--- config.mk ---
export PLATFORM = sky130hd
export DESIGN_NAME = piso32_tx
export DESIGN_NICKNAME = d
export VERILOG_FILES = /design/src/rtl/piso32_tx_pkg.sv /design/src/rtl/piso32_tx.sv
export SDC_FILE = /design/constraint.sdc
export NUM_CORES = 1
export LEC_CHECK = 0
export BUFFER_PORTS_ARGS = -buffer_cell sky130_fd_sc_hd__buf_4
export CORE_MARGIN = 2
export CORE_UTILIZATION = 40
export DETAILED_ROUTE_END_ITERATION = 10
export PLACE_DENSITY = 0.63
export SLEW_MARGIN = 20
export SYNTH_ARGS = -nofsm -noshare
export SYNTH_HDL_FRONTEND = slang
export SYNTH_SLANG_ARGS = --single-unit
--- constraint.sdc ---
create_clock -name CLK -period 2.2 [get_ports CLK]
set_clock_uncertainty 0.15 [all_clocks]
set_input_delay 0 -clock CLK [delete_from_list [all_inputs] [get_ports CLK]]
set_output_delay 0 -clock CLK [all_outputs]
set_load 0.05 [all_outputs]
--- src/rtl/piso32_tx_pkg.sv ---
// Serial-link package: state encoding and default word length shared by
// the serial transmitter and its serial-in receiver.
package piso32_tx_pkg;

   // Default word length for both ends of the link
   localparam int unsigned LINK_WIDTH = 32;

   // Transmitter FSM states
   typedef enum logic [1:0] {
      ST_IDLE  = 2'd0,
      ST_SHIFT = 2'd1,
      ST_FIN   = 2'd2
   } link_state_t;

endpackage

--- src/rtl/piso32_tx.sv ---
// Parallel-in, serial-out transmitter. Accepts a word on LOAD/READY and
// sends it MSB first, one bit per CLK, qualified by SHIFT_EN. Every output
// comes from registered state, so no input reaches an output combinationally.
module piso32_tx
   import piso32_tx_pkg::*;
#(
   parameter int unsigned WIDTH = LINK_WIDTH
) (
   input  logic             CLK,
   input  logic             RESET,
   input  logic [WIDTH-1:0] DATA_IN,
   input  logic             LOAD,
   output logic             READY,
   input  logic             ABORT,
   output logic             D_OUT,
   output logic             SHIFT_EN,
   output logic             BUSY,
   output logic             DONE
);

   localparam int unsigned CNT_W = $clog2(WIDTH);

   link_state_t      state_q, state_d;
   logic [WIDTH-1:0] shreg_q, shreg_d;
   logic [CNT_W-1:0] cnt_q, cnt_d;

   // State, shift register and bit counter; async active-high reset
   always_ff @(posedge CLK or posedge RESET) begin
      if (RESET) begin
         state_q <= ST_IDLE;
         shreg_q <= '0;
         cnt_q   <= '0;
      end else begin
         state_q <= state_d;
         shreg_q <= shreg_d;
         cnt_q   <= cnt_d;
      end
   end

   // Next-state logic: load, shift/count, abort and frame completion
   always_comb begin
      state_d = state_q;
      shreg_d = shreg_q;
      cnt_d   = cnt_q;
      unique case (state_q)
         ST_IDLE: begin
            // ABORT alongside LOAD refuses the word
            if (LOAD && !ABORT) begin
               shreg_d = DATA_IN;
               cnt_d   = CNT_W'(WIDTH - 1);
               state_d = ST_SHIFT;
            end
         end
         ST_SHIFT: begin
            if (ABORT) begin
               // Abort wins even on the last bit: no FIN, no DONE
               shreg_d = '0;
               cnt_d   = '0;
               state_d = ST_IDLE;
            end else begin
               shreg_d = shreg_q << 1;
               if (cnt_q == '0) begin
                  // Hold the counter at zero rather than wrapping
                  state_d = ST_FIN;
               end else begin
                  cnt_d = cnt_q - CNT_W'(1);
               end
            end
         end
         ST_FIN: begin
            state_d = ST_IDLE;
         end
         default: begin
            state_d = ST_IDLE;
            shreg_d = '0;
            cnt_d   = '0;
         end
      endcase
   end

   // Outputs decoded from registered state only
   always_comb begin
      READY    = (state_q == ST_IDLE);
      BUSY     = (state_q == ST_SHIFT);
      SHIFT_EN = (state_q == ST_SHIFT);
      DONE     = (state_q == ST_FIN);
      D_OUT    = (state_q == ST_SHIFT) && shreg_q[WIDTH-1];
   end

endmodule

==> results of run 1 <==
power by group:
part	internal (W)	switching (W)
combinational	0.000197	0.000202
sequential	0.000830	0.0000747
clock	0.000367	0.000251
total	0.00139	0.000528
layout make-up:
cell class	instances	area, um^2	share of cell area (%)
sequential	39	976	36.4
inverter	4	15.0	0.560
clock buffer	6	82.6	3.08
tap	52	65.1	2.43
multi-input combinational	131	778	29.0
clock inverter	2	35.0	1.31
timing repair buffer	85	731	27.2
timing repair:
action | CTS | global route
resized for setup | 0 | 3
hold buffers | 37 | 0
hold endpoints to repair | 74 | 0
endpoints found under the setup margin | 0 | 1
flip-flops by register name (all words and copies together), names as in the netlist:
register,cells
shreg_q,32
cnt_q,5
state_q,2
cells in the final DEF (no fill, tap or decap), drive strengths merged:
cell,n
a2111oi,1
a21boi,1
a21oi,1
a22o,2
a22oi,31
and2,2
buf,48
bufinv,1
clkbuf,6
clkinv,1
dfrtp,39
dlygate4sd3,37
ha,1
inv,4
nand2,35
nor2,5
nor2b,3
nor3,1
nor3b,3
nor4,1
nor4b,1
o21ai,36
o21bai,1
o2bb2ai,1
o31a,2
o31ai,3
worst reg2reg max path, stage by stage, from the launching register on:
cell	delay (ns)
dfrtp_1	0.41
inv_1	0.06
ha_1	0.23
nor4b_2	0.19
a2111oi_2	0.36
dlygate4sd3_1	0.59
stage by stage:
step / instances / hold WS [ns] / utilization [%] / power, W
CTS: 319 / 0.255 / 60.9 / 0.00193
detailed placement: 274 / 0.0113 / 49.8 / 0.00126
finish: 319 / 0.235 / 61.2 / 0.00192
floorplan: 190 / -0.0193 / - / 0.00113
global placement: 274 / 0.0141 / 49.8 / 0.00125
global route: 319 / 0.306 / 61.2 / 0.00203
worst paths after layout:
check / depth (start not counted) / slack, ns / endpoint
worst min-delay path: 4 / 0.23 / shreg_q[5]$_DFFE_PP0P_
min in group CLK: 2 / 0.33 / shreg_q[14]$_DFFE_PP0P_
worst min register to register: 2 / 0.33 / shreg_q[14]$_DFFE_PP0P_
max in group asynchronous: 4 / 1.31 / state_q[0]$_DFFE_PP0P_
worst max-delay path: 5 / 0.16 / state_q[0]$_DFFE_PP0P_
worst max register to register: 5 / 0.16 / state_q[0]$_DFFE_PP0P_
kinds of logic after synthesis:
kind of cell | count (synthesis) | share of synthesized area [%]
flops | 39 | 53.1
simple gates | 51 | 12.9
compound gates | 79 | 27.6
fa+ha+maj | 1 | 0.680
buf+inv | 20 | 5.78
routing by layer:
metal  part of all wire [%]  routed length [um]  global-route usage [%]  up-vias
li1                       -                   -                       -      837
met1                     46                2090                    25.2      819
met2                     47                2130                    30.9       47
met3                    4.8                 218                    4.64        8
met4                    1.6                  71                    4.40        0
met5                      0                   0                       0        -
==> impl_metrics.toml, run 1 <==
[sta]
slew_viol_final = 0
tightest_slew_ns = 0.494
fin_crit_sh_pct = 92.7
fin_ws_ns = 0.161
max_freq_mhz = 490
hold_viol_final = 0
setup_tns_ns = 0
setup-violations-final = 0
slew_headroom_pct = 67.1
rsz0062_at_grt = "false"
period_minus_slack_ns = 2.04

[die]
fp.dieArea_mm2 = 0.00516
initial_core_util_pct = 42.0
core_mm2 = 0.00438
num_rows = 24
die_h_um = 71.8
ioPinCount = 41
die_width_um = 71.8

[cells_and_area]
n_antenna_cell = 0
drive_gt1_share_pct = 23.6
fill_cells = 383
fin_area_mm2 = 0.00268
area_growth_syn_to_layout_pct = 45.9
nNetsFinal = 303

[logic_synthesis]
synth-edff-count = 0
syn-cell-area_mm2 = 0.00184
ys.flop_type = "dfrtp_1"
synthDominantCellAreaShare_pct = 53.1
yosysWarningCount = 0
postSynthAreaPerCell_um2 = 9.68
synth_common_cells = "dfrtp_1 (39), nand2_1 (35), o21ai_0 (33), a22oi_1 (31), buf_2 (7)"
synthTopCellsByArea = "dfrtp_1 (53%), a22oi_1 (13%), o21ai_0 (9.0%)"
syn_nets = 227
yosysUniqueCellTypes = 27
synthCells = 190
async_reset_ff_share_pct = 100
yosys.area.top_type = "dfrtp_1"
ys_seq_area_share_pct = 53.1
synth-seq-cells = 39
synth_most_common_cell = "dfrtp_1"

[route]
dr.pass1.iters = 4
drtIter0Drc = 131
ant_nets = 0
wl_um = 4510
avgViaCountPerCell = 5.36
vias = 1711
drc = 0
avgRoutedWirePerCell_um = 14.1

[setup_path]
crit_required_ns = 2.28
worst_path_largest_cell_delay_ns = 0.59
cpLargestDelayFamily = "buffers and inverters"
setup.worst_path.start = "cnt_q[0]$_DFFE_PP0P_"
cp-end-kind = "register"
worstSetupPathType = "register to register"
start_kind = "register"
crit_fanout = 5
timing.rr.start = "cnt_q[0]$_DFFE_PP0P_"
cp_slowest_cell = "dlygate4sd3_1"
worstPathCellList = "inv_1, ha_1, nor4b_2, a2111oi_2, dlygate4sd3_1"
critical_path_arrival_ns = 2.11
critPathBufInv = 2

[grt]
grt_pass1_vias = 1677
grt_overflow = 0
antenna_found_initial = 0
grt_use_total_pct = 18.8
grt_max_degree = 40
grt_first_pass_wirelength_um = 7610

[power]
ir_drop_mv = 0.339
p_leak_nw = 1.19
p_per_area_mw_per_mm2 = 716

[placed_design]
post-place-ws_ns = 0.365
postPlaceCellArea_mm2 = 0.00218
gp_congestion = 0.796
dp_hpwl_um = 2660
port_buffers = 40

[cts]
cts_tree = "done"
cts.htree.levels = 2
cts_setup_buffers = 0
root_buffer = "clkbuf_8"
cts_buffer_depth = 2
cts_sinks = 39
clk_latency_ns = 0.29
clk_pin_slew_worst_paths_ns = 0.08
numCtsBuffers = 5

[flow_run]
drv_cap = 0

[status]
status = "complete, no violations"

[worst_hold_path]
hold_class = "input port to async pin"
Note: power is estimated with default switching activity, not from simulation.
==> run 2, diff against run 1 <==
Clock period 2.2 ns to 2.3 ns, I/O delays scaled along.
==> run 2 against run 1 <==
Sequential cell count unchanged. Worst setup slack better by 0.038 ns. Final cell count unchanged. Critical path type unchanged. Maximum frequency is 3.0% lower. First-iteration DRC count is 4.6% higher. Cell area down 0.23%. Register-to-register slack better by 0.04 ns. Non-clock buffer count is the same. Highest routed layer unchanged. Worst hold slack hardly changed. Combinational power down 5.0%. Die area did not move.
==> impl_metrics.toml, run 2 (synthesis gave the netlist of run 1 again) <==
[sta]
period_minus_slack_ns = 2.10
fin_crit_sh_pct = 91.4
rsz0062_at_grt = "false"
fin_ws_ns = 0.199
setup_tns_ns = 0
setup-violations-final = 0
hold_viol_final = 0
tightest_slew_ns = 0.495
slew_headroom_pct = 67.0
slew_viol_final = 0
max_freq_mhz = 476

[die]
die_h_um = 71.8
initial_core_util_pct = 42.0
core_mm2 = 0.00438
die_width_um = 71.8
num_rows = 24
fp.dieArea_mm2 = 0.00516
ioPinCount = 41

[cts]
cts_sinks = 39
numCtsBuffers = 5
cts_tree = "done"
clk_latency_ns = 0.29
cts_buffer_depth = 2
clk_pin_slew_worst_paths_ns = 0.08
cts.htree.levels = 2
root_buffer = "clkbuf_8"

[cells_and_area]
nNetsFinal = 303
final_core_util_pct = 61.0
regMostFlops = "shreg_q"
largest_reg_flops = 32
mostFrequentLayoutCells = "buf_4 (48), dfrtp_1 (39), dlygate4sd3_1 (37)"
fill_cells = 384
stdcell_count = 319
area_growth_syn_to_layout_pct = 45.5
drive_gt1_share_pct = 23.2
final_common_cell = "buf_4"
n_antenna_cell = 0
largest_registers = "shreg_q x32, cnt_q x5, state_q x2"

[grt]
grt_use_total_pct = 18.8
met2_usage_pct = 30.9
antenna_found_initial = 0
use_met1_pct = 25.2
grt_first_pass_wirelength_um = 7610
grt_max_degree = 40
grt_pass1_vias = 1677
grt_overflow = 0
grt.busiest_layer = "met2"
use_met3_pct = 4.64

[placed_design]
dp_hpwl_um = 2660
post-place-ws_ns = 0.465
port_buffers = 40
dp_cells = 274
gp_congestion = 0.796

[route]
drtIter0Drc = 137
ant_nets = 0
drc = 0
dr.pass1.iters = 4
avgViaCountPerCell = 5.40
avgRoutedWirePerCell_um = 14.1
wl_um = 4500
vias = 1723

[power]
p_per_area_mw_per_mm2 = 686
ir_drop_mv = 0.325
p_leak_nw = 1.19

[status]
status = "complete, no violations"

[setup_path]
critical_path_arrival_ns = 2.18
start_kind = "register"
cp-end-kind = "register"
worstSetupPathType = "register to register"
crit_fanout = 5
crit_required_ns = 2.37

[worst_hold_path]
hold_class = "input port to async pin"

[flow_run]
drv_cap = 0
[run 2: cell types whose count changed in the layout (fill, tap and decap cells not counted)]
cell	previous run	this run
a2111oi_0	0	1
a2111oi_2	1	0
[run 2: cell type report]
type	count	area [um^2]	area share [%]
Clock buffer	6	82.6	3.09
Sequential cell	39	976	36.5
Clock inverter	2	35.0	1.31
Multi-Input combinational cell	131	772	28.8
Timing Repair Buffer	85	731	27.3
Tap cell	52	65.1	2.43
Inverter	4	15.0	0.561
[run 2: path summary, 6_finish.rpt]
kind / startpoint / endpoint / slack [ns] / depth (start not counted)
worst max-delay path: cnt_q[0]$_DFFE_PP0P_ / state_q[0]$_DFFE_PP0P_ / 0.20 / 5
worst min-delay path: RESET / shreg_q[5]$_DFFE_PP0P_ / 0.23 / 4
worst max register to register: cnt_q[0]$_DFFE_PP0P_ / state_q[0]$_DFFE_PP0P_ / 0.20 / 5
worst min register to register: shreg_q[14]$_DFFE_PP0P_ / shreg_q[14]$_DFFE_PP0P_ / 0.33 / 2
max in group asynchronous: RESET / state_q[0]$_DFFE_PP0P_ / 1.41 / 4
min in group CLK: shreg_q[14]$_DFFE_PP0P_ / shreg_q[14]$_DFFE_PP0P_ / 0.33 / 2
[run 2: where the power goes]
| part | switching [W] | leakage [nW] | internal, W |
|---|---|---|---|
| clock network | 0.000241 | 0.0612 | 0.000351 |
| registers | 0.0000714 | 0.487 | 0.000794 |
| logic | 0.000192 | 0.645 | 0.000187 |
[run 2: critical path: stages, from the launching register on]
cell and delay, ns:
dfrtp_1 0.41, inv_1 0.06, ha_1 0.23, nor4b_2 0.18
a2111oi_0 0.41, dlygate4sd3_1 0.60
[run 2: metal layers]
metal / up-vias / wire, um
met5: - / 0
met4: 0 / 71
met3: 8 / 220
met2: 49 / 2150
met1: 828 / 2060
li1: 838 / -
[run 2: timing repair]
item                       in CTS  in global routing
buffers inserted                0                  0
setup endpoints to repair       0                  1
resized for setup               0                  1
hold endpoints to repair       74                  0
hold buffers                   37                  0
[run 2: metrics by stage]
| step | hold slack [ns] | total power, W | cell area (um^2) |
|---|---|---|---|
| after global placement | 0.0141 | 0.00120 | 2180 |
| after detailed placement | 0.0113 | 0.00120 | 2180 |
| after global routing | 0.306 | 0.00194 | 2680 |
| final | 0.235 | 0.00184 | 2680 |
| after floorplan | -0.0193 | 0.00108 | 1840 |
| after CTS | 0.255 | 0.00185 | 2670 |
